**src/rtl/lift_scheduler.sv**
```systemverilog
// lift_scheduler: SCAN (collective) lift controller with per-floor travel timer and timed door dwell.
// Define LIFT_EMERGENCY_EN to add the estop input that freezes motion while asserted.
module lift_scheduler #(
    parameter int  NUM_FLOORS    = 8,
    parameter int  TRAVEL_CYCLES = 8,
    parameter int  DOOR_CYCLES   = 16,
    localparam int FLOOR_W       = ($clog2(NUM_FLOORS) > 0) ? $clog2(NUM_FLOORS) : 1
) (
    input  logic                  clk,
    input  logic                  reset_n,
    input  logic [NUM_FLOORS-1:0] call_req,
    input  logic                  door_hold,
`ifdef LIFT_EMERGENCY_EN
    input  logic                  estop,
`endif
    output logic [FLOOR_W-1:0]    current_floor,
    output logic                  motor_up,
    output logic                  motor_down,
    output logic                  door_open,
    output logic                  dir_up,
    output logic [NUM_FLOORS-1:0] pending,
    output logic                  busy
);
    localparam int CNT_MAX = (TRAVEL_CYCLES > DOOR_CYCLES) ? TRAVEL_CYCLES : DOOR_CYCLES;
    localparam int CNT_W   = ($clog2(CNT_MAX) > 0) ? $clog2(CNT_MAX) : 1;
    localparam logic [CNT_W-1:0] TRAVEL_LD = CNT_W'(TRAVEL_CYCLES - 1);
    localparam logic [CNT_W-1:0] DOOR_LD   = CNT_W'(DOOR_CYCLES - 1);

    typedef enum logic [1:0] {IDLE, MOVE_UP, MOVE_DOWN, DOOR_OPEN} state_t;

    state_t                state_q, state_d;
    logic [FLOOR_W-1:0]    floor_q, floor_d, next_fl;
    logic [CNT_W-1:0]      cnt_q, cnt_d;
    logic                  dir_q, dir_d, frz;
    logic [NUM_FLOORS-1:0] pend_q, pend_d, pend_n, clr, hot_q, hot_d;

`ifdef LIFT_EMERGENCY_EN
    assign frz = estop;
`else
    assign frz = 1'b0;
`endif

    function automatic logic any_above(input logic [NUM_FLOORS-1:0] p, input logic [FLOOR_W-1:0] f);
        return |((p >> f) >> 1);
    endfunction

    function automatic logic any_below(input logic [NUM_FLOORS-1:0] p, input logic [FLOOR_W-1:0] f);
        return |(p & ~({NUM_FLOORS{1'b1}} << f));
    endfunction

    // Arrival decisions also see calls arriving on the arrival edge itself.
    assign pend_n  = pend_q | call_req;
    assign next_fl = (state_q == MOVE_UP) ? floor_q + 1'b1 : floor_q - 1'b1;
    assign hot_q   = NUM_FLOORS'(1) << floor_q;
    assign hot_d   = NUM_FLOORS'(1) << floor_d;

    always_comb begin
        state_d = state_q;
        floor_d = floor_q;
        dir_d   = dir_q;
        cnt_d   = cnt_q;
        case (state_q)
            IDLE: begin
                if (pend_q[floor_q]) begin
                    state_d = DOOR_OPEN;
                    cnt_d   = DOOR_LD;
                end else if (any_above(pend_q, floor_q) && (dir_q || !any_below(pend_q, floor_q))) begin
                    state_d = MOVE_UP;
                    dir_d   = 1'b1;
                    cnt_d   = TRAVEL_LD;
                end else if (any_below(pend_q, floor_q)) begin
                    state_d = MOVE_DOWN;
                    dir_d   = 1'b0;
                    cnt_d   = TRAVEL_LD;
                end
            end
            MOVE_UP, MOVE_DOWN: begin
                cnt_d = cnt_q - 1'b1;
                if (cnt_q == '0) begin
                    floor_d = next_fl;
                    cnt_d   = TRAVEL_LD;
                    if (pend_n[next_fl]) begin
                        state_d = DOOR_OPEN;
                        cnt_d   = DOOR_LD;
                    end else if (!((state_q == MOVE_UP) ? any_above(pend_n, next_fl) : any_below(pend_n, next_fl))) begin
                        state_d = IDLE;
                    end
                end
            end
            DOOR_OPEN: begin
                cnt_d = cnt_q - 1'b1;
                if (door_hold || call_req[floor_q]) cnt_d = DOOR_LD;
                else if (cnt_q == '0) state_d = IDLE;
            end
            default: ;
        endcase
        if (frz) begin
            state_d = state_q;
            floor_d = floor_q;
            dir_d   = dir_q;
            cnt_d   = cnt_q;
        end
        // The landing call is absorbed as the door opens; calls at an open door only extend the dwell.
        clr    = (state_d == DOOR_OPEN && state_q != DOOR_OPEN) ? hot_d : '0;
        pend_d = pend_n & ~clr & ~((state_q == DOOR_OPEN) ? hot_q : '0);
    end

    always_ff @(posedge clk or negedge reset_n) begin
        if (!reset_n) begin
            state_q <= IDLE;
            floor_q <= '0;
            cnt_q   <= '0;
            dir_q   <= 1'b1;
            pend_q  <= '0;
        end else begin
            state_q <= state_d;
            floor_q <= floor_d;
            cnt_q   <= cnt_d;
            dir_q   <= dir_d;
            pend_q  <= pend_d;
        end
    end

    assign current_floor = floor_q;
    assign motor_up      = (state_q == MOVE_UP) && !frz;
    assign motor_down    = (state_q == MOVE_DOWN) && !frz;
    assign door_open     = (state_q == DOOR_OPEN);
    assign dir_up        = dir_q;
    assign pending       = pend_q;
    assign busy          = (state_q != IDLE) || (|pend_q);
endmodule

```
**config.mk**
```make
export PLATFORM = sky130hd
export DESIGN_NAME = lift_scheduler
export DESIGN_NICKNAME = d
export VERILOG_FILES = /design/src/rtl/lift_scheduler.sv
export SDC_FILE = /design/constraint.sdc
export NUM_CORES = 1
export LEC_CHECK = 0
export CAP_MARGIN = 20
export CORE_ASPECT_RATIO = 1.25
export CORE_UTILIZATION = 54
export CTS_CLUSTER_DIAMETER = 100
export DETAILED_ROUTE_END_ITERATION = 8
export PLACE_DENSITY = 0.88
export SYNTH_ARGS = -nofsm -noshare
export SYNTH_HDL_FRONTEND = slang
export SYNTH_SLANG_ARGS = --single-unit
```
**constraint.sdc**
```tcl
create_clock -name clk -period 2.9 [get_ports clk]
set_clock_uncertainty 0.15 [all_clocks]
set_input_delay 0.29 -clock clk [delete_from_list [all_inputs] [get_ports clk]]
set_output_delay 0.29 -clock clk [all_outputs]
set_load 0.005 [all_outputs]
```
# After elaboration in Yosys (flattened, before gate mapping)
# Cells that the tools add are included.
# classes
add_sub_neg,3
mux,30
bitwise_logic,10
n_shift,6
magnitude_cmp,2
eq_ne,6
reduce_logical,17
# ops
op,count
$and A8 B8 Y8,4
$not A8 Y8,4
$mux W4,6
$reduce_or A8 Y1,3
$mux W2,8
$mux W8,2
$shl A1 B3 Y8 const A,2
$shl A8 B3 Y8 const A,2
$shr A8 B3 Y8,2
$reduce_or A7 Y1,2
$pmux W4 S3,1
$bmux W1 S3,3
$mux W3,3
$lt A3 B4 Y1 const B,2
$or A8 B8 Y8,1
$eq A2 B2 Y1 const B,3
$mux W1,6
$pmux W2 S3,1
$logic_not A4 Y1,1
$ne A4 B4 Y1 const B,1
$reduce_bool A2 Y1,2
$sub A4 B1 Y4 const B,1
$add A3 B1 Y3 const B,1
$logic_or A1 B1 Y1,3
9 further kinds,10
# word_totals
elab_cells,79
register_bits,18
input_bits,11
output_inout_bits,16

# Logic depth before layout (Yosys ltp)
# Gate-level depths: netlist of the first run.
# logic_depth
word_depth,17
ltp_mapped,12
ltp_nobuf,12

# Least setup slack after synthesis of the first run
# No wires, ideal clock.
# synth_timing
kind,reg2reg
start,register state_q[1]
end,register pend_q[2] (netlist: pending[2])
slack_ns,0.238
setup_ns,0.077
path_stages_with_launch,11
path_buffers,0
t_required_ns,2.673
period_less_slack_ns,2.662
arrival_time_ns,2.434
path_cell_list,dfrtp_1 -> inv_1 -> ha_1 -> fa_1 -> xnor2_1 -> a21oi_1 -> nor4_1 -> a21boi_1 -> a22o_1 -> a31o_4 -> a21oi_1
# synth_between
elab_chain_cells,17
word_cells_on_any_way,36
classes_between,eq/ne (5); shift (3); mux (17); bitwise (6); reduce/logical (5)
# synth_rtl
item,line_no,text
"start, declared",31,"state_t state_q, state_d;"
"start signal, assigned",116,state_q <= state_d;
$eq A2 B1 Y1 (*),--,
named net motor_up,17,"output logic motor_up,"
$mux W3,53,assign next_fl = (state_q == MOVE_UP) ? floor_q + 1'b1 : floor_q - 1'b1;
$shl A8 B3 Y8,48,return |(p & ~({NUM_FLOORS{1'b1}} << f));
$not A8 Y8,48,
$and A8 B8 Y8,48,
$reduce_or A8 Y1,48,
$mux W1,85,"end else if (!((state_q == MOVE_UP) ? any_above(pend_n, next_fl) : any_below(pend_n, next_fl))) begin"
[2 not listed],--,
$mux W2,79,if (cnt_q == '0) begin
$pmux W2 S3,62,case (state_q)
$eq A2 B2 Y1,104,clr = (state_d == DOOR_OPEN && state_q != DOOR_OPEN) ? hot_d : '0;
$logic_and A1 B1 Y1,104,
$mux W8 (*),104,
$not A8 Y8 (*),105,pend_d = pend_n & ~clr & ~((state_q == DOOR_OPEN) ? hot_q : '0);
$and A8 B8 Y8 (*) (2 in series),105,
named net pend_d[2],35,"logic [NUM_FLOORS-1:0] pend_q, pend_d, pend_n, clr, hot_q, hot_d;"
"end signal, assigned",120,pend_q <= pend_d;
"end, declared",35,
# Mark *: on every way through the listed nets, which the timed path passes. The rest lies on a longest branch. The select of a mux whose other input is x is not followed.
# A chain may end at the register's enable or synchronous reset.

# Worst setup path after layout of the first run
# layout_timing
start,register state_q[1]
end,register pend_q[1] (netlist: pending[1])
# layout_between
elab_chain_cells,17
word_cells_on_any_way,36
classes_between,eq/ne (5); shift (3); mux (17); bitwise (6); reduce/logical (5)
# layout_rtl
item,line_no
$eq A2 B1 Y1,"53, 62, 85"
$mux W3,53
$shl A8 B3 Y8,48
$not A8 Y8,48
$and A8 B8 Y8,48
$reduce_or A8 Y1,48
$mux W1,85
$mux W2,85
[2 not listed],--
$pmux W2 S3,62
$eq A2 B2 Y1,104
$logic_and A1 B1 Y1,104
$mux W8,104
$not A8 Y8,105
$and A8 B8 Y8,105
$and A8 B8 Y8 (*),105
named net pend_d[1],35
# Marked as above.

==> results.sh, run 1 <==
export IMPL_fillCellCount=248
export IMPL_fin_ws_ns=0.204
export IMPL_min_period_ns=2.70
export IMPL_hp_class="in2async"
export IMPL_htreeDepth=1
export IMPL_synthFlopType="dfrtp_1"
export IMPL_synth_top_cells_by_area="dfrtp_1 25%, ha_1 6.6%, a21oi_1 5.6%"
export IMPL_antenna_found_initial=0
export IMPL_min_period_over_period_pct=93.0
export IMPL_yosysWarnings=0
export IMPL_avgSynthCellArea_um2=8.53
export IMPL_ctsRootBufferMaster="clkbuf_4"
export IMPL_grt_pass1_wl_mm=7.06
export IMPL_gp_congestion=0.934
export IMPL_cp_end_kind="register"
export IMPL_placed_area_um2=1980
export IMPL_max_slew_margin_rel_pct=48.3
export IMPL_overflow=0
export IMPL_drv_cap=0
export IMPL_vdd_drop_max_uv=1010
export IMPL_r2r_end="pending[1]$_DFF_PN0_"
export IMPL_drv_slew=0
export IMPL_drc=0
export IMPL_required_ns=2.97
export IMPL_clk_pin_slew_worst_paths_ns=0.11
export IMPL_arrival_ns=2.76
export IMPL_post_route_util_pct=68.1
export IMPL_ant_nets=0
export IMPL_crit_end="pending[1]$_DFF_PN0_"
export IMPL_ctsLongestPathBuffers=2
export IMPL_wl_mm=4.45
export IMPL_startpoint_type="register"
export IMPL_status="complete, no violations"
export IMPL_worst_setup_path_type="reg2reg"
export IMPL_grt_max_degree=20
export IMPL_track_usage_pct=28.1
export IMPL_synthTopCellsByCount="19 x a21oi_1, 19 x nor2_1, 17 x dfrtp_1, 17 x nand2_1, 13 x inv_1"
export IMPL_n_antenna_cell=0
export IMPL_syn_inst=199
export IMPL_place_inst=259
export IMPL_syn_area_um2=1700
export IMPL_insertion_delay_ns=0.29
export IMPL_cts_sinks=18
export IMPL_p_total_mw=2.45
export IMPL_design_core_area_um2=2970
export IMPL_die_area_um2=3370
export IMPL_vias=1675
export IMPL_cts_tree="built"
export IMPL_wl_per_cell_um=16.9
export IMPL_rows=22
export IMPL_grt_pass1_vias=1500
export IMPL_ys_ff_latch=18
export IMPL_setup_viol=0
export IMPL_initial_core_util_pct=57.1
export IMPL_final_cell_area_um2=2020
export IMPL_synth_edf_count=0
export IMPL_stdcell_count=263
export IMPL_reg2reg_slack_ns=0.20
export IMPL_syn_num_nets=220
export IMPL_critPathMaxFanout=8
export IMPL_synth_cell_types=58
export IMPL_dieHeight_um=64.7
export IMPL_startpoint="state_q[1]$_DFF_PN0_"
export IMPL_drtPass1Iterations=4
export IMPL_max_freq_mhz=371
export IMPL_worstMarginPinSlew_ns=0.773
export IMPL_ios=27
export IMPL_drt_iter0_markers=56
export IMPL_drive_gt1_share_pct=12.8
export IMPL_yosysTopAreaCell="dfrtp_1"
export IMPL_yosysSeqAreaShare_pct=26.6
export IMPL_powerDensity_nw_per_um2=1210
export IMPL_yosysTopAreaCellShare_pct=25.1
export IMPL_post_cts_buffers=0
export IMPL_pre_cts_slack_ns=0.115
export IMPL_final_hold_violation_count=0
export IMPL_dp_hpwl_mm=3.41
export IMPL_numCtsBuffers=3
export IMPL_die_x_um=52.2
export IMPL_p_leak_nw=0.825
export IMPL_area_growth_pct=19.2
export IMPL_fin_nets=249
export IMPL_ff2ff_path_depth=13
export IMPL_io_buffers=26
export IMPL_via_per_inst=6.37
export IMPL_r2r_start="state_q[1]$_DFF_PN0_"
export IMPL_ys_async_sr_fraction_pct=100
-- critical path, stage by stage, from the launching register on --
cell	delay [ns]
dfrtp_1	0.39
inv_1	0.12
ha_2	0.24
buf_4	0.14
inv_1	0.04
ha_1	0.29
ha_1	0.19
inv_1	0.09
o22ai_1	0.07
o21ai_0	0.18
a21boi_1	0.08
a22o_1	0.23
a31o_4	0.29
a21oi_1	0.14
-- metal layers --
metal	GRT usage, %	up-vias	part of all wire, %
met1	36.7	812	42
met3	1.41	6	5.4
met2	50.2	63	51
li1	-	794	-
met5	0	-	0
met4	6.25	0	1.2
-- through the flow --
step	hold slack (ns)	TNS, ns
3_3_place_gp	0.358	0
5_1_grt	0.350	-0.00135
4_1_cts	0.317	0
3_5_place_dp	0.364	0
2_1_floorplan	-0.156	0
6_report	0.293	0
-- what timing repair did --
action / 4_1_cts / 5_1_grt
setup endpoints to repair: 0 / 8
hold buffers: 0 / 0
resized for setup: 0 / 4
-- state kept, by name, summed over array words and instances (netlist names) --
name           cells
current_floor      3
state_q            2
dir_up             1
pending            8
cnt_q              4
-- worst min path at each step --
stage / start / to / slack [ns] / cells after the start
6_report: reset_n / pending[5]$_DFF_PN0_ / 0.29 / 1
5_1_grt: reset_n / current_floor[2]$_DFF_PN0_ / 0.35 / 1
2_1_floorplan: reset_n / cnt_q[0]$_DFFE_PN0P_ / -0.16 / 0
3_3_place_gp: dir_up$_DFFE_PN1P_ / dir_up$_DFFE_PN1P_ / 0.36 / 2
4_1_cts: reset_n / current_floor[2]$_DFF_PN0_ / 0.32 / 1
3_5_place_dp: dir_up$_DFFE_PN1P_ / dir_up$_DFFE_PN1P_ / 0.36 / 2
-- logic make-up after synthesis --
logic type               Yosys count  share of synthesized area (%)
buffers and inverters             21                           6.93
XOR/XNOR                           4                           2.87
adder cells (fa/ha/maj)           10                           7.81
AO/OA/AOI/OAI                     70                           27.7
multiplexers                      10                           8.47
flip-flops                        18                           26.6
AND/OR/NAND/NOR                   66                           19.6
-- final cells by class --
cell class	count	area (um2)	share of cell area, %
Multi-Input combinational cell	160	1140	56.3
Sequential cell	18	453	22.4
Timing Repair Buffer	31	298	14.7
Inverter	14	52.6	2.60
Tap cell	36	45.0	2.22
Clock buffer	4	36.3	1.79
-- where the power goes --
part | switching, mW | leakage (nW) | internal, mW | total (mW)
Sequential | 0.172 | 0.192 | 0.363 | 0.535
Clock | 0.0784 | 0.0210 | 0.0764 | 0.155
Combinational | 0.938 | 0.612 | 0.823 | 1.76
-- cells in the final DEF, fill, tap and decap left out, types with 3 or more instances in the layout --
cell,n
nand2_1,17
mux2i_1,5
clkdlybuf4s50_1,26
nor3_1,5
ha_1,8
mux4_2,3
inv_1,13
o21ai_1,3
clkbuf_4,3
a31oi_1,3
buf_4,5
a211oi_1,3
or2b_2,3
nor4_1,8
o21ai_0,12
nor2_1,19
o22ai_1,6
dfrtp_1,16
a21oi_1,19
No activity file was read; power rests on OpenSTA's default activity.
==> run 2: changes to the inputs <==
--- a/config.mk
+++ b/config.mk
@@ -10,6 +10,7 @@
 export CORE_UTILIZATION = 54
 export CTS_CLUSTER_DIAMETER = 100
 export DETAILED_ROUTE_END_ITERATION = 8
+export MAX_ROUTING_LAYER = met4
 export PLACE_DENSITY = 0.88
 export SYNTH_ARGS = -nofsm -noshare
 export SYNTH_HDL_FRONTEND = slang
==> run 2 against run 1 <==
Effect of this change:
- non-clock buffer count increased by 1
- global-route usage increased by 2.7 points
- via count increased by 0.66%
- sequential power is 1% higher
- register-to-register slack worse by 0.06 ns
- hold slack worse by 0.012 ns
- power up 1.2%
- worst setup slack got worse by 0.056 ns
- sequential share of layout area is 0.24 points lower
==> results.sh, run 2 (same netlist as run 1, synthesis figures left out) <==
export IMPL_status="complete, no violations"
export IMPL_final_cell_area_um2=2040
export IMPL_worst_setup_path_type="reg2reg"
export IMPL_required_ns=2.98
export IMPL_drtPass1Iterations=4
export IMPL_die_x_um=52.2
export IMPL_setup_tns_ns=0
export IMPL_fin_nets=250
export IMPL_max_freq_mhz=363
export IMPL_dieHeight_um=64.7
export IMPL_largest_register_ffs=8
export IMPL_grt_pass1_wl_mm=7.51
export IMPL_vdd_drop_max_uv=899
export IMPL_setup_viol=0
export IMPL_fin_ws_ns=0.149
export IMPL_ant_nets=0
export IMPL_ctsLongestPathBuffers=2
export IMPL_pre_cts_slack_ns=0.0766
export IMPL_min_period_ns=2.75
export IMPL_placed_area_um2=1980
export IMPL_track_usage_pct=30.8
export IMPL_p_total_mw=2.48
export IMPL_wl_mm=4.61
export IMPL_cts_tree="built"
export IMPL_cts_sinks=18
export IMPL_design_core_area_um2=2970
export IMPL_p_leak_nw=0.833
export IMPL_drv_cap=0
export IMPL_stdcell_count=264
export IMPL_grt_pass1_vias=1586
export IMPL_drv_slew=0
export IMPL_insertion_delay_ns=0.30
export IMPL_rows=22
export IMPL_worstMarginPinSlew_ns=0.771
export IMPL_io_buffers=26
export IMPL_final_common_cell="clkdlybuf4s50_1"
export IMPL_r2r_end="pending[2]$_DFF_PN0_"
export IMPL_max_slew_margin_rel_pct=48.4
export IMPL_final_hold_violation_count=0
export IMPL_gp_congestion=0.949
export IMPL_cp_end_kind="register"
export IMPL_vias=1686
export IMPL_arrival_ns=2.83
export IMPL_numCtsBuffers=3
export IMPL_area_growth_pct=20.2
export IMPL_ctsRootBufferMaster="clkbuf_4"
export IMPL_fillCellCount=260
export IMPL_overflow=0
export IMPL_ctsResizeCount=0
export IMPL_critPathMaxFanout=8
export IMPL_initial_core_util_pct=57.1
export IMPL_htreeDepth=1
export IMPL_drc=0
export IMPL_min_period_over_period_pct=94.9
export IMPL_grt_max_degree=20
export IMPL_reg2reg_slack_ns=0.15
export IMPL_postCtsHoldBufs=0
export IMPL_post_route_util_pct=68.6
export IMPL_dp_hpwl_mm=3.51
export IMPL_drive_gt1_share_pct=12.7
export IMPL_die_area_um2=3370
export IMPL_antenna_found_initial=0
export IMPL_startpoint_type="register"
export IMPL_via_per_inst=6.39
export IMPL_n_antenna_cell=0
export IMPL_powerDensity_nw_per_um2=1210
export IMPL_wl_per_cell_um=17.4
export IMPL_r2r_start="state_q[0]$_DFF_PN0_"
export IMPL_ff2ff_path_depth=9
export IMPL_clk_pin_slew_worst_paths_ns=0.11
export IMPL_final_cell_mix="26 x clkdlybuf4s50_1, 19 x nor2_1, 19 x a21oi_1"
export IMPL_rsz0062_at_grt="no"
export IMPL_timing_hold_ws_ns=0.281
export IMPL_post_cts_buffers=0
export IMPL_ios=27
export IMPL_drt_iter0_markers=64
export IMPL_hp_class="in2async"
export IMPL_place_inst=260
-- run 2: changes by cell type in the layout (fill, tap and decap cells not counted) --
| cell | change |
|---|---|
| ha_4 | +1 |
| buf_4 | +1 |
| dfrtp_2 | -1 |
| dfrtp_1 | +1 |
| ha_2 | -1 |
-- run 2: worst max path at each step --
stage	to	cells past startpoint	from
after floorplan	pending[2]$_DFF_PN0_	10	state_q[1]$_DFF_PN0_
after global placement	pending[1]$_DFF_PN0_	9	state_q[0]$_DFF_PN0_
after detailed placement	pending[7]$_DFF_PN0_	9	state_q[0]$_DFF_PN0_
after CTS	pending[7]$_DFF_PN0_	9	state_q[0]$_DFF_PN0_
after global routing	pending[5]$_DFF_PN0_	12	state_q[0]$_DFF_PN0_
final	pending[2]$_DFF_PN0_	9	state_q[0]$_DFF_PN0_
-- run 2: worst max-delay path, cell delays in order (launching register included) --
cell and delay [ns]:
dfrtp_1 0.50, ha_4 0.23, fa_1 0.43, xnor3_2 0.31
a21oi_1 0.08, nor4_1 0.20, a21boi_1 0.11, a22o_1 0.23
a31o_4 0.29, a21oi_1 0.14
-- run 2: final cells by class --
cell class                 count  area, um2  area share, %
clock buffer                   4       36.3           1.78
inverter                      14       52.6           2.58
multi-input combinational    160       1150           56.3
sequential                    18        452           22.1
tap                           36       45.0           2.21
timing repair buffer          32        305           15.0
-- run 2: power breakdown --
group	switching, mW	internal [mW]
registers	0.180	0.362
logic	0.946	0.833
clock network	0.0819	0.0766
-- run 2: per-layer routing --
metal  track usage, %  vias up  wire length [um]  share of wire [%]
li1                 -      803                 -                  -
met1             40.7      806              1940                 42
met2             51.3       68              2330                 50
met3             1.64        9               262                5.7
met4             7.89        0                74                1.6
met5                -        -                 0                  0
==> RTL change: new RTL, settings of run 2 <==
The 4 states of `state_t` get a one-hot encoding in 4 bits.
--- a/src/rtl/lift_scheduler.sv
+++ b/src/rtl/lift_scheduler.sv
@@ -28,3 +28,3 @@
 
-    typedef enum logic [1:0] {IDLE, MOVE_UP, MOVE_DOWN, DOOR_OPEN} state_t;
+    typedef enum logic [3:0] {IDLE = 4'b0001, MOVE_UP = 4'b0010, MOVE_DOWN = 4'b0100, DOOR_OPEN = 4'b1000} state_t;
 
Function: no difference found for any inputs over 10 cycles, from zero or initial values and one cycle with reset_n low; not proved beyond that.
==> RTL change against run 2 <==
The flow now finishes with violations (setup timing). Wire length is 26% higher. Area after synthesis up 12%. Synthesized cell count up 13%. Critical path depth grew 2. Setup slack worse by 340 ps. Sequential cell count rose by 2. Final cell count grew 16%. Cell area increased by 21%. Utilization increased by 6.6 points. Largest cell class unchanged. Highest routed layer unchanged.
Power is left out: it rests on default switching activity, and per cell area and clock period it moved more than threefold.
==> RTL change: results (changes against run 2) <==
Placed design
  • GPL Wtd Cong: 0.988 (was 0.949)
  • Post-DP HPWL: 4220 um (was 3510 um)
  • Placed Area: 2330 sq um (was 1980 sq um)
  • Inst Count DP: 299 (was 260)

Clocking
  • CTS root buf: clkbuf_8 (was clkbuf_4)
  • Worst skew pair latency: 270 ps (was 300 ps)
  • Num CTS Buffers: 3 (unchanged)
  • Worst-path clk slew: 80 ps (was 110 ps)

Synth
  • Area contributors post-synth: dfrtp_1 24%, nor2_1 5.3%, mux2i_1 4.7%, o21ai_0 4.2%, nand2_1 3.5% (was dfrtp_1 25%, ha_1 6.6%, a21oi_1 5.6%, nor2_1 4.2%, mux4_2 4.0%)
  • Top_reg_cell synth: dfrtp_1 (unchanged)
  • Synth unique cells: 63 (was 58)
  • Syn Nets: 240 (was 220)
  • Synthesized area per cell: 8.52 sq um (was 8.53 sq um)
  • Seq/Total Area, Yosys: 0.264 (was 0.266)
  • Most frequent cells after synthesis: 27 x nor2_1, 18 x dfrtp_1, 18 x nand2_1 (was 19 x a21oi_1, 19 x nor2_1, 17 x dfrtp_1, 17 x nand2_1, 13 x inv_1)

Global route
  • Largest net degree at the start of global routing: 21 (was 20)
  • First-pass GRT wire length: 8980 um (was 7510 um)
  • Gr usage total: 0.348 (was 0.308)
  • Vias in the first global route: 1,866 (was 1,586)

Timing
  • Setup_tns: -1480 ps (was 0 ps)
  • Worst-Margin Slew: 955 ps (was 771 ps)
  • Setup WS post-layout: -190 ps (was 149 ps)
  • Final setup fails: 8 (was 0)

Flow run
  • Max_cap viols: 0 (unchanged)

Detailed routing
  • DR vias: 2,033 (was 1,686)
  • Drt first pass iters: 5 (was 4)
  • First-iteration detailed-routing DRC count: 199 (was 64)
  • DR vias/cell: 6.62 (was 6.39)
  • Routed wire length: 5810 um (was 4610 um)

Critical path
  • Worst path arrival time: 3100 ps (was 2830 ps)

Layout
  • Nets: 287 (was 250)
  • # fillers: 237 (was 260)
  • Fraction of layout cells with a size suffix above 1: 0.241 (was 0.127)

Outcome
  • Status: finished with violations (was finished, final reports clean)
  • Failing checks: setup timing

Min path
  • Hold crit path type: register to register (was input port to asynchronous set/reset pin)
==> RTL change: cell types whose count changed after synthesis, moves of 5 or more <==
| cell | run 2 | this run |
|---|---|---|
| inv_1 | 13 | 4 |
| a21oi_1 | 19 | 11 |
| nor2_1 | 19 | 27 |
| a31oi_1 | 3 | 10 |
| buf_2 | 1 | 7 |
| nor4_1 | 8 | 2 |
| ha_1 | 9 | 4 |
==> RTL change: layer usage <==
layer  share of wire  vias up  wire, um  track usage
met5               0        -         0            -
met4           0.032        0       184        0.178
met3           0.078       17       452       0.0533
met2            0.51      126      2990        0.569
met1            0.38      965      2190        0.404
li1                -      925         -            -
==> RTL change: cell families after synthesis <==
kind of cell / share of synthesized area
DFF: 0.264
and+or+nand+nor: 0.225
buffers and inverters: 0.0708
AOI/OAI and AO/OA: 0.254
muxes: 0.0944
xor gates and xnor gates: 0.0551
adders and majority gates: 0.0367
==> RTL change: worst paths after layout <==
| check | end | startpoint | slack (ps) | depth (start not counted) |
|---|---|---|---|---|
| worst max-delay path | pending[7] | state_q[0] | -190 | 11 |
| worst min-delay path | cnt_q[0] | cnt_q[0] | 350 | 1 |
| worst max register to register | pending[7] | state_q[0] | -190 | 11 |
| worst min register to register | cnt_q[0] | cnt_q[0] | 350 | 1 |
| max in group asynchronous | dir_up | reset_n | 1540 | 2 |
| min in group asynchronous | current_floor[2] | reset_n | 390 | 1 |
==> RTL change: final cells by class <==
type / count / share of cell area
multi-input cells: 179 / 0.530
clock inverters: 1 / 0.0122
flip-flops and latches: 20 / 0.204
inverters: 10 / 0.0172
clock buffers: 3 / 0.0167
well taps: 37 / 0.0187
repair buffers: 57 / 0.201
==> RTL change: worst max-delay path: stages (launching register included) <==
cell and delay [ps]:
dfstp_2 540, inv_2 50, nand3_4 90, inv_6 40
fa_2 620, mux4_2 370, mux2i_2 190, a221o_1 180
o221ai_2 110, nor4bb_2 320, buf_4 220, a31oi_1 90
==> RTL change: timing repair <==
item	CTS	global route
endpoints found under the setup margin	8	9
setup buffers	2	2
pin swaps	11	4
resized for setup	7	2
==> RTL change: per-stage QoR <==
| step | utilization | setup slack (ps) |
|---|---|---|
| finish | 0.753 | -190 |
| global route | 0.753 | -299 |
| CTS | 0.746 | -129 |
| detailed placement | 0.709 | -161 |
| global placement | 0.709 | -33.5 |
| floorplan | - | -54.7 |
